### src/rtl/hazard_scheduler.sv
// hazard_scheduler: RAW-hazard scoreboard and writeback sequencing for the
// ID -> EXE -> DM -> WB pipeline driving a 4x8 register file.
module hazard_scheduler #(
    parameter int unsigned WB_LAT = 3
) (
    input  logic        clk,
    input  logic        rst,
    input  logic        hold,
    input  logic        flush,
    input  logic        id_valid,
    input  logic [1:0]  id_rs1,
    input  logic [1:0]  id_rs2,
    input  logic        id_rs1_used,
    input  logic        id_rs2_used,
    input  logic [1:0]  id_rd,
    input  logic        id_wr,
    output logic        issue,
    output logic        stall,
    output logic        bubble,
    output logic        wb_we,
    output logic [1:0]  wb_addr,
    output logic        busy,
    output logic [15:0] stall_cnt
);

    localparam logic [1:0] LoadVal = 2'(WB_LAT);

    typedef struct packed {
        logic       valid;
        logic [1:0] rd;
    } wr_entry_t;

    logic [1:0] sb_q   [4];
    logic [1:0] sb_d   [4];
    wr_entry_t  pipe_q [WB_LAT];
    wr_entry_t  pipe_d [WB_LAT];
    logic       hold_q, hold_d;
    logic [15:0] stall_cnt_q, stall_cnt_d;

    logic rs1_haz, rs2_haz, hazard, cnt_en;

    // Hazard detection and Mealy pipeline controls from pre-update scoreboard
    always_comb begin
        rs1_haz = id_rs1_used & (sb_q[id_rs1] != 2'd0);
        rs2_haz = id_rs2_used & (sb_q[id_rs2] != 2'd0);
        hazard  = rs1_haz | rs2_haz;
        issue   = id_valid & ~hazard & ~hold & ~flush;
        stall   = hold | (id_valid & hazard & ~flush);
        bubble  = ~hold & ~issue;
        cnt_en  = id_valid & hazard & ~hold & ~flush;
        busy    = (sb_q[0] != 2'd0) | (sb_q[1] != 2'd0) |
                  (sb_q[2] != 2'd0) | (sb_q[3] != 2'd0);
    end

    // Next-state for scoreboard, writer pipe, hold history and stall counter
    always_comb begin
        for (int i = 0; i < 4; i++) begin
            sb_d[i] = sb_q[i];
        end
        for (int k = 0; k < int'(WB_LAT); k++) begin
            pipe_d[k] = pipe_q[k];
        end
        hold_d      = hold;
        stall_cnt_d = stall_cnt_q;

        if (!hold) begin
            for (int i = 0; i < 4; i++) begin
                if (sb_q[i] != 2'd0) begin
                    sb_d[i] = sb_q[i] - 2'd1;
                end
            end
            // A fresh writer reloads its entry, overriding the decrement
            if (issue && id_wr) begin
                sb_d[id_rd] = LoadVal;
            end
            pipe_d[0].valid = issue & id_wr;
            pipe_d[0].rd    = id_rd;
            for (int k = 1; k < int'(WB_LAT); k++) begin
                pipe_d[k] = pipe_q[k-1];
            end
        end

        if (cnt_en && (stall_cnt_q != 16'hFFFF)) begin
            stall_cnt_d = stall_cnt_q + 16'd1;
        end
    end

    // State registers, asynchronously cleared so in-flight writers are dropped
    always_ff @(posedge clk or posedge rst) begin
        if (rst) begin
            for (int i = 0; i < 4; i++) begin
                sb_q[i] <= 2'd0;
            end
            for (int k = 0; k < int'(WB_LAT); k++) begin
                pipe_q[k] <= '0;
            end
            hold_q      <= 1'b0;
            stall_cnt_q <= 16'd0;
        end else begin
            for (int i = 0; i < 4; i++) begin
                sb_q[i] <= sb_d[i];
            end
            for (int k = 0; k < int'(WB_LAT); k++) begin
                pipe_q[k] <= pipe_d[k];
            end
            hold_q      <= hold_d;
            stall_cnt_q <= stall_cnt_d;
        end
    end

    // The last pipe entry is the WB slot. The pipe only moves on edges with
    // hold low, so hold_q set means the slot's writer was already written.
    always_comb begin
        wb_we     = pipe_q[WB_LAT-1].valid & ~hold_q;
        wb_addr   = pipe_q[WB_LAT-1].rd;
        stall_cnt = stall_cnt_q;
    end

endmodule

### config.mk
export PLATFORM = sky130hd
export DESIGN_NAME = hazard_scheduler
export DESIGN_NICKNAME = d
export VERILOG_FILES = /design/src/rtl/hazard_scheduler.sv
export SDC_FILE = /design/constraint.sdc
export NUM_CORES = 1
export LEC_CHECK = 0
export BUFFER_PORTS_ARGS = -buffer_cell sky130_fd_sc_hd__buf_2
export CORE_ASPECT_RATIO = 1.75
export CORE_MARGIN = 3
export CORE_UTILIZATION = 50
export DETAILED_ROUTE_END_ITERATION = 10
export PLACE_DENSITY_LB_ADDON = 0.12
export RECOVER_POWER = 50
export SLEW_MARGIN = 20
export SYNTH_ARGS = -nofsm -noshare
export SYNTH_HDL_FRONTEND = slang
export SYNTH_SLANG_ARGS = --single-unit
### constraint.sdc
create_clock -name clk -period 2.45 [get_ports clk]
set_input_delay 0 -clock clk [delete_from_list [all_inputs] [get_ports clk]]
set_output_delay 0 -clock clk [all_outputs]
set_load 0.1 [all_outputs]
; Yosys cells after proc, flatten, opt, wreduce, memory -nomap -nowiden
; Index checks and enable logic that the tools add are counted.
[totals]
reg_bits = 34
rom_bits = 0
out_inout_bits = 23
latch_bits = 0
mem_bits_rw = 0
elab_cells = 74
n_memories = 0
[op_classes]
addsub = 5
div_mod_pow = 0
n_eq_ne = 1
reduce_logical = 9
bitwise = 26
mul = 0
n_mux = 17
magnitude_cmp = 4
n_shift = 0
[op_table]
columns = operator, count
row1 = 2-to-1 mux 2 bit, 13
row2 = "adder 16 x 1 -> 16 bit, second input constant", 1
row3 = "inequality test 16 bit, second input constant", 1
row4 = AND 1 bit, 12
row5 = nonzero test 2 bit, 6
row6 = ">= comparator 3 bit, second input constant", 3
row7 = NOT 2 -> 3 bit, 3
row8 = binary-select mux 2 bit (select 2 bit), 2
row9 = 2-to-1 mux 8 bit, 1
row10 = bitwise OR 8 bit, 1
row11 = "subtractor 2 x 1 -> 2 bit, second input constant", 4
row12 = NOT 1 bit, 5
row13 = bitwise OR 1 bit, 5
row14 = demux 2 bit (select 2 bit), 1
row15 = logical AND 1 bit, 3
row16 = "< comparator 3 x 1 -> 1 bit, second input constant", 1

; Logic depth before layout (Yosys ltp)
[logic_depth]
ltp_word = 13
mapped_depth = 6
ltp_nobuf = 6

; Worst setup path before layout
; Ideal clock, no wire load.
[synth_timing]
path_type = register to register
startpoint = register stall_cnt_q[0], in the netlist stall_cnt[0]
endpoint = register stall_cnt_q[14], in the netlist stall_cnt[14]
path_buffers = 0
arrival_time_ps = 2359
period_less_slack_ps = 2522
setup_time_ps = 163
setup_slack_ps = -72
path_stages_with_launch = 7
cell_sequence = dfrtp_1 ha_1 nand4_1 nor4_4 nor3_2 and4bb_2 xor2_1
[synth_via]
elab_chain_cells = 2
[synth_lines]
columns = item, line_no
row1 = "start, declared", 38  ; logic [15:0] stall_cnt_q, stall_cnt_d;
row2 = "start signal, assigned", 107  ; stall_cnt_q <= stall_cnt_d;
row3 = branches (longest 2 deep; another with adder 16 x 1 -> 16 bit), -
; Several ways; the timed one is not identified.
; A chain may end at the register's enable or synchronous reset.

; Worst setup path after layout
[layout_timing]
startpoint = register sb_q[7] in the netlist's numbering
endpoint = register sb_q[7] in the netlist's numbering
[layout_via]
elab_chain_cells = 12
[layout_lines]
columns = item, line_no
row1 = "start, declared", 33  ; logic [1:0] sb_q [4];
row2 = "start signal, assigned by index", 101  ; sb_q[i] <= sb_d[i];
row3 = "binary-select mux 2 bit (select 2 bit), on equally long branches", "44, 45"
row4 = "2-to-1 mux 2 bit, on equally long branches (2 in a row)", "44, 45"
row5 = "nonzero test 2 bit, on equally long branches", "44, 45"
row6 = "AND 1 bit, on equally long branches", "44, 45"
row7 = bitwise OR 1 bit, 46  ; hazard = rs1_haz | rs2_haz;
row8 = NOT 1 bit, 47  ; issue = id_valid & ~hazard & ~hold & ~flush;
row9 = AND 1 bit (3 in a row), 47
row10 = logical AND 1 bit, 73  ; if (issue && id_wr) begin
row11 = 2-to-1 mux 8 bit (*), 73
; Every way passes the cells marked *; elsewhere a longest branch is shown, timed or not. The select of a mux whose other input is x is not followed.

==> flow_summary.ini <==
[grt]
grt.overflow.total = 0
grt_pass1_wl_mm = 6.27
grt_max_degree = 27
grt_pass1_vias = 1364
grt_usage_pct = 19.6
antenna_found_initial = 0

[sta]
timing.final.crit_share_pct = 91.3
holdWs_ns = 0.0242
period_minus_slack_ns = 2.24
relSlewSlack_pct = 22.0
fin_ws_ns = 0.214
drv_slew = 0
hold_viol = 0
fmax_mhz = 447
rsz0062_at_grt = false
setup_viol = 0
worst_slew_pin_slew_ns = 1.17
clock-skew-final_ns = 0.00420

[routing]
wl_per_cell_um = 15.3
wl_met3_um = 169
num_vias = 1371
drc_errors = 0
wl_met2_mm = 1.92
routed_wl_mm = 3.71
drtIter0Drc = 31
firstDrtPassIters = 4
ant_nets = 0
drt-met1-wl_mm = 1.50
detail_route.vias_per_cell = 5.64
highest_layer = met4

[run_status]
run_status = finished clean

[die]
die_h_um = 83
ioPinCount = 37
rows = 27
die_x_um = 50
die_area_um2 = 4150
start_util_pct = 52.8
coreArea_um2 = 3210

[worst_setup_path]
critPathKind = flop to flop
crit_path_max_incr_delay_ns = 0.57
cp.required_ns = 2.67
crit_path_start_kind = flop
crit_arrival_ns = 2.46
cp_max_fo = 6
r2r_slack_ns = 0.21
critPathCaptureType = flop
slowest_stage = dlygate4sd3_1
crit_chain = o41ai_2 -> nor2_1 -> a32oi_2 -> buf_6 -> nand3_1 -> o31ai_1 -> dlygate4sd3_1

[synth]
syn_avg_cell_area_um2 = 11.0
ys_warn_count = 0
synthArstFlopShare_pct = 100
syn-num-nets = 169
yosysSeqAreaShare_pct = 50.2
ys_ff_latch = 34
synth_flop_cell = dfrtp_1
synth.distinct_cells = 36
synth_edf_count = 0
synthesis.area_um2 = 1690
synthCells = 154

[cts]
clk_latency_ns = 0.28
root_buffer = clkbuf_8
cts_tree = built
clockBufferDepth = 2
cts-buffers-inserted = 5
clkTransAtPathRegs_ns = 0.07
htree_levels = 2
cts_sinks = 34

[final_layout]
antenna_cells = 0
finalNonFillerCells = 243
area_delta_synth_final_pct = 24.3
layout.cells.most_common = dfrtp_1
nFillCells = 275
fin_nets = 214
final_cell_mix = 30 x dfrtp_1, 28 x buf_2, 16 x nand2_1
layout-drive-gt1-share_pct = 33.5
post-route-util_pct = 65.6

[place]
place_congestion = 0.798
portBuffers = 36
post-place-ws_ns = 0.384
hpwlAfterDp_mm = 2.75
placed_cells = 229

[worst_hold_path]
hold_path_class = input port to flop

[power]
finalPower_mw = 1.62
ir_drop_mv = 0.824
p_sw_mw = 0.615
seq_power_share_pct = 40.2
p_int_mw = 1.01
powerDensity_nw_per_um2 = 770
power_switching_share_pct = 37.9
p_leak_nw = 1.05
combPwrFrac_pct = 28.9
clockPowerShare_pct = 30.8

[job]
cap_violations = 0
power by group through the flow:
stage          Sequential (mW)  Clock, mW  Combinational [mW]
5_1_grt                  0.660      0.536               0.489
4_1_cts                  0.651      0.514               0.471
2_1_floorplan            0.831          0               0.217
3_3_place_gp             0.658          0               0.462
3_5_place_dp             0.662          0               0.468
6_report                 0.653      0.500               0.469
area by class of cell:
| cell class | count | area (um^2) | share of cell area [%] |
|---|---|---|---|
| clock buffers | 5 | 68.8 | 3.27 |
| flip-flops and latches | 34 | 856 | 40.6 |
| clock inverters | 3 | 40.0 | 1.90 |
| repair buffers | 45 | 264 | 12.5 |
| well taps | 43 | 53.8 | 2.55 |
| multi-input cells | 111 | 816 | 38.7 |
| inverters | 2 | 7.51 | 0.357 |
synth_stat cells, types with 2 or more instances:
library cell | count | area, um^2
dfrtp_1 | 34 | 851
nand2_1 | 16 | 60.1
xor2_1 | 14 | 123
mux2_2 | 9 | 101
o21ai_0 | 8 | 40.0
nand3_1 | 7 | 35.0
nor4_1 | 7 | 43.8
nor2_1 | 6 | 22.5
nand4_1 | 5 | 31.3
nor3_1 | 5 | 25.0
nor3b_1 | 4 | 30.0
nor4b_1 | 4 | 35.0
and3_1 | 3 | 18.8
buf_4 | 3 | 22.5
nor3_2 | 3 | 30.0
a21oi_1 | 2 | 10.0
and4bb_2 | 2 | 25.0
buf_2 | 2 | 10.0
inv_1 | 2 | 7.51
o31ai_1 | 2 | 15.0
timing repair:
| item | 4_1_cts | 5_1_grt |
|---|---|---|
| hold buffers | 4 | 0 |
| hold endpoints to repair | 20 | 0 |
| resized for setup | 0 | 3 |
| endpoints found under the setup margin | 0 | 1 |
| setup buffers | 0 | 2 |
critical path: cells and delay by family, from the launching register on:
| kind | cells | cell delay (ns) |
|---|---|---|
| simple gates | 2 | 0.21 |
| compound gates | 3 | 0.80 |
| buf+inv | 2 | 0.73 |
| flops | 1 | 0.43 |
per-layer routing:
metal,vias up,global-route usage (%)
met2,41,32.5
met1,665,22.4
li1,652,-
met3,13,3.95
met4,0,11.6
met5,-,0
through the flow:
| stage | TNS [ns] | instance area (um^2) |
|---|---|---|
| after floorplan | -0.00335 | 1710 |
| after CTS | 0 | 2090 |
| after detailed placement | 0 | 1940 |
| final | 0 | 2110 |
| after global placement | 0 | 1940 |
| after global routing | 0 | 2110 |
registers in the layout, indices dropped and copies added, names as in the netlist:
signal     count
sb_q           8
pipe_q         7
stall_cnt     16
wb_addr        2
hold_q         1
kinds of logic after synthesis:
kind of cell | Yosys count | synth area share (%)
simple gates | 70 | 26.4
flops | 34 | 50.2
mux | 9 | 5.98
xor+xnor | 15 | 7.76
buf+inv | 9 | 2.81
fa+ha+maj | 1 | 0.738
compound gates | 16 | 6.13
worst paths after layout:
check,start,end,cells past startpoint
setup / recovery,sb_q[7],sb_q[7],7
hold / removal,id_wr,sb_q[2],3
setup reg to reg,sb_q[7],sb_q[7],7
hold reg to reg,pipe_q[8],pipe_q[8],2
max in group asynchronous,rst,stall_cnt[0],4
min in group asynchronous,rst,stall_cnt[6],3
Note: power is estimated with default switching activity, not from simulation.
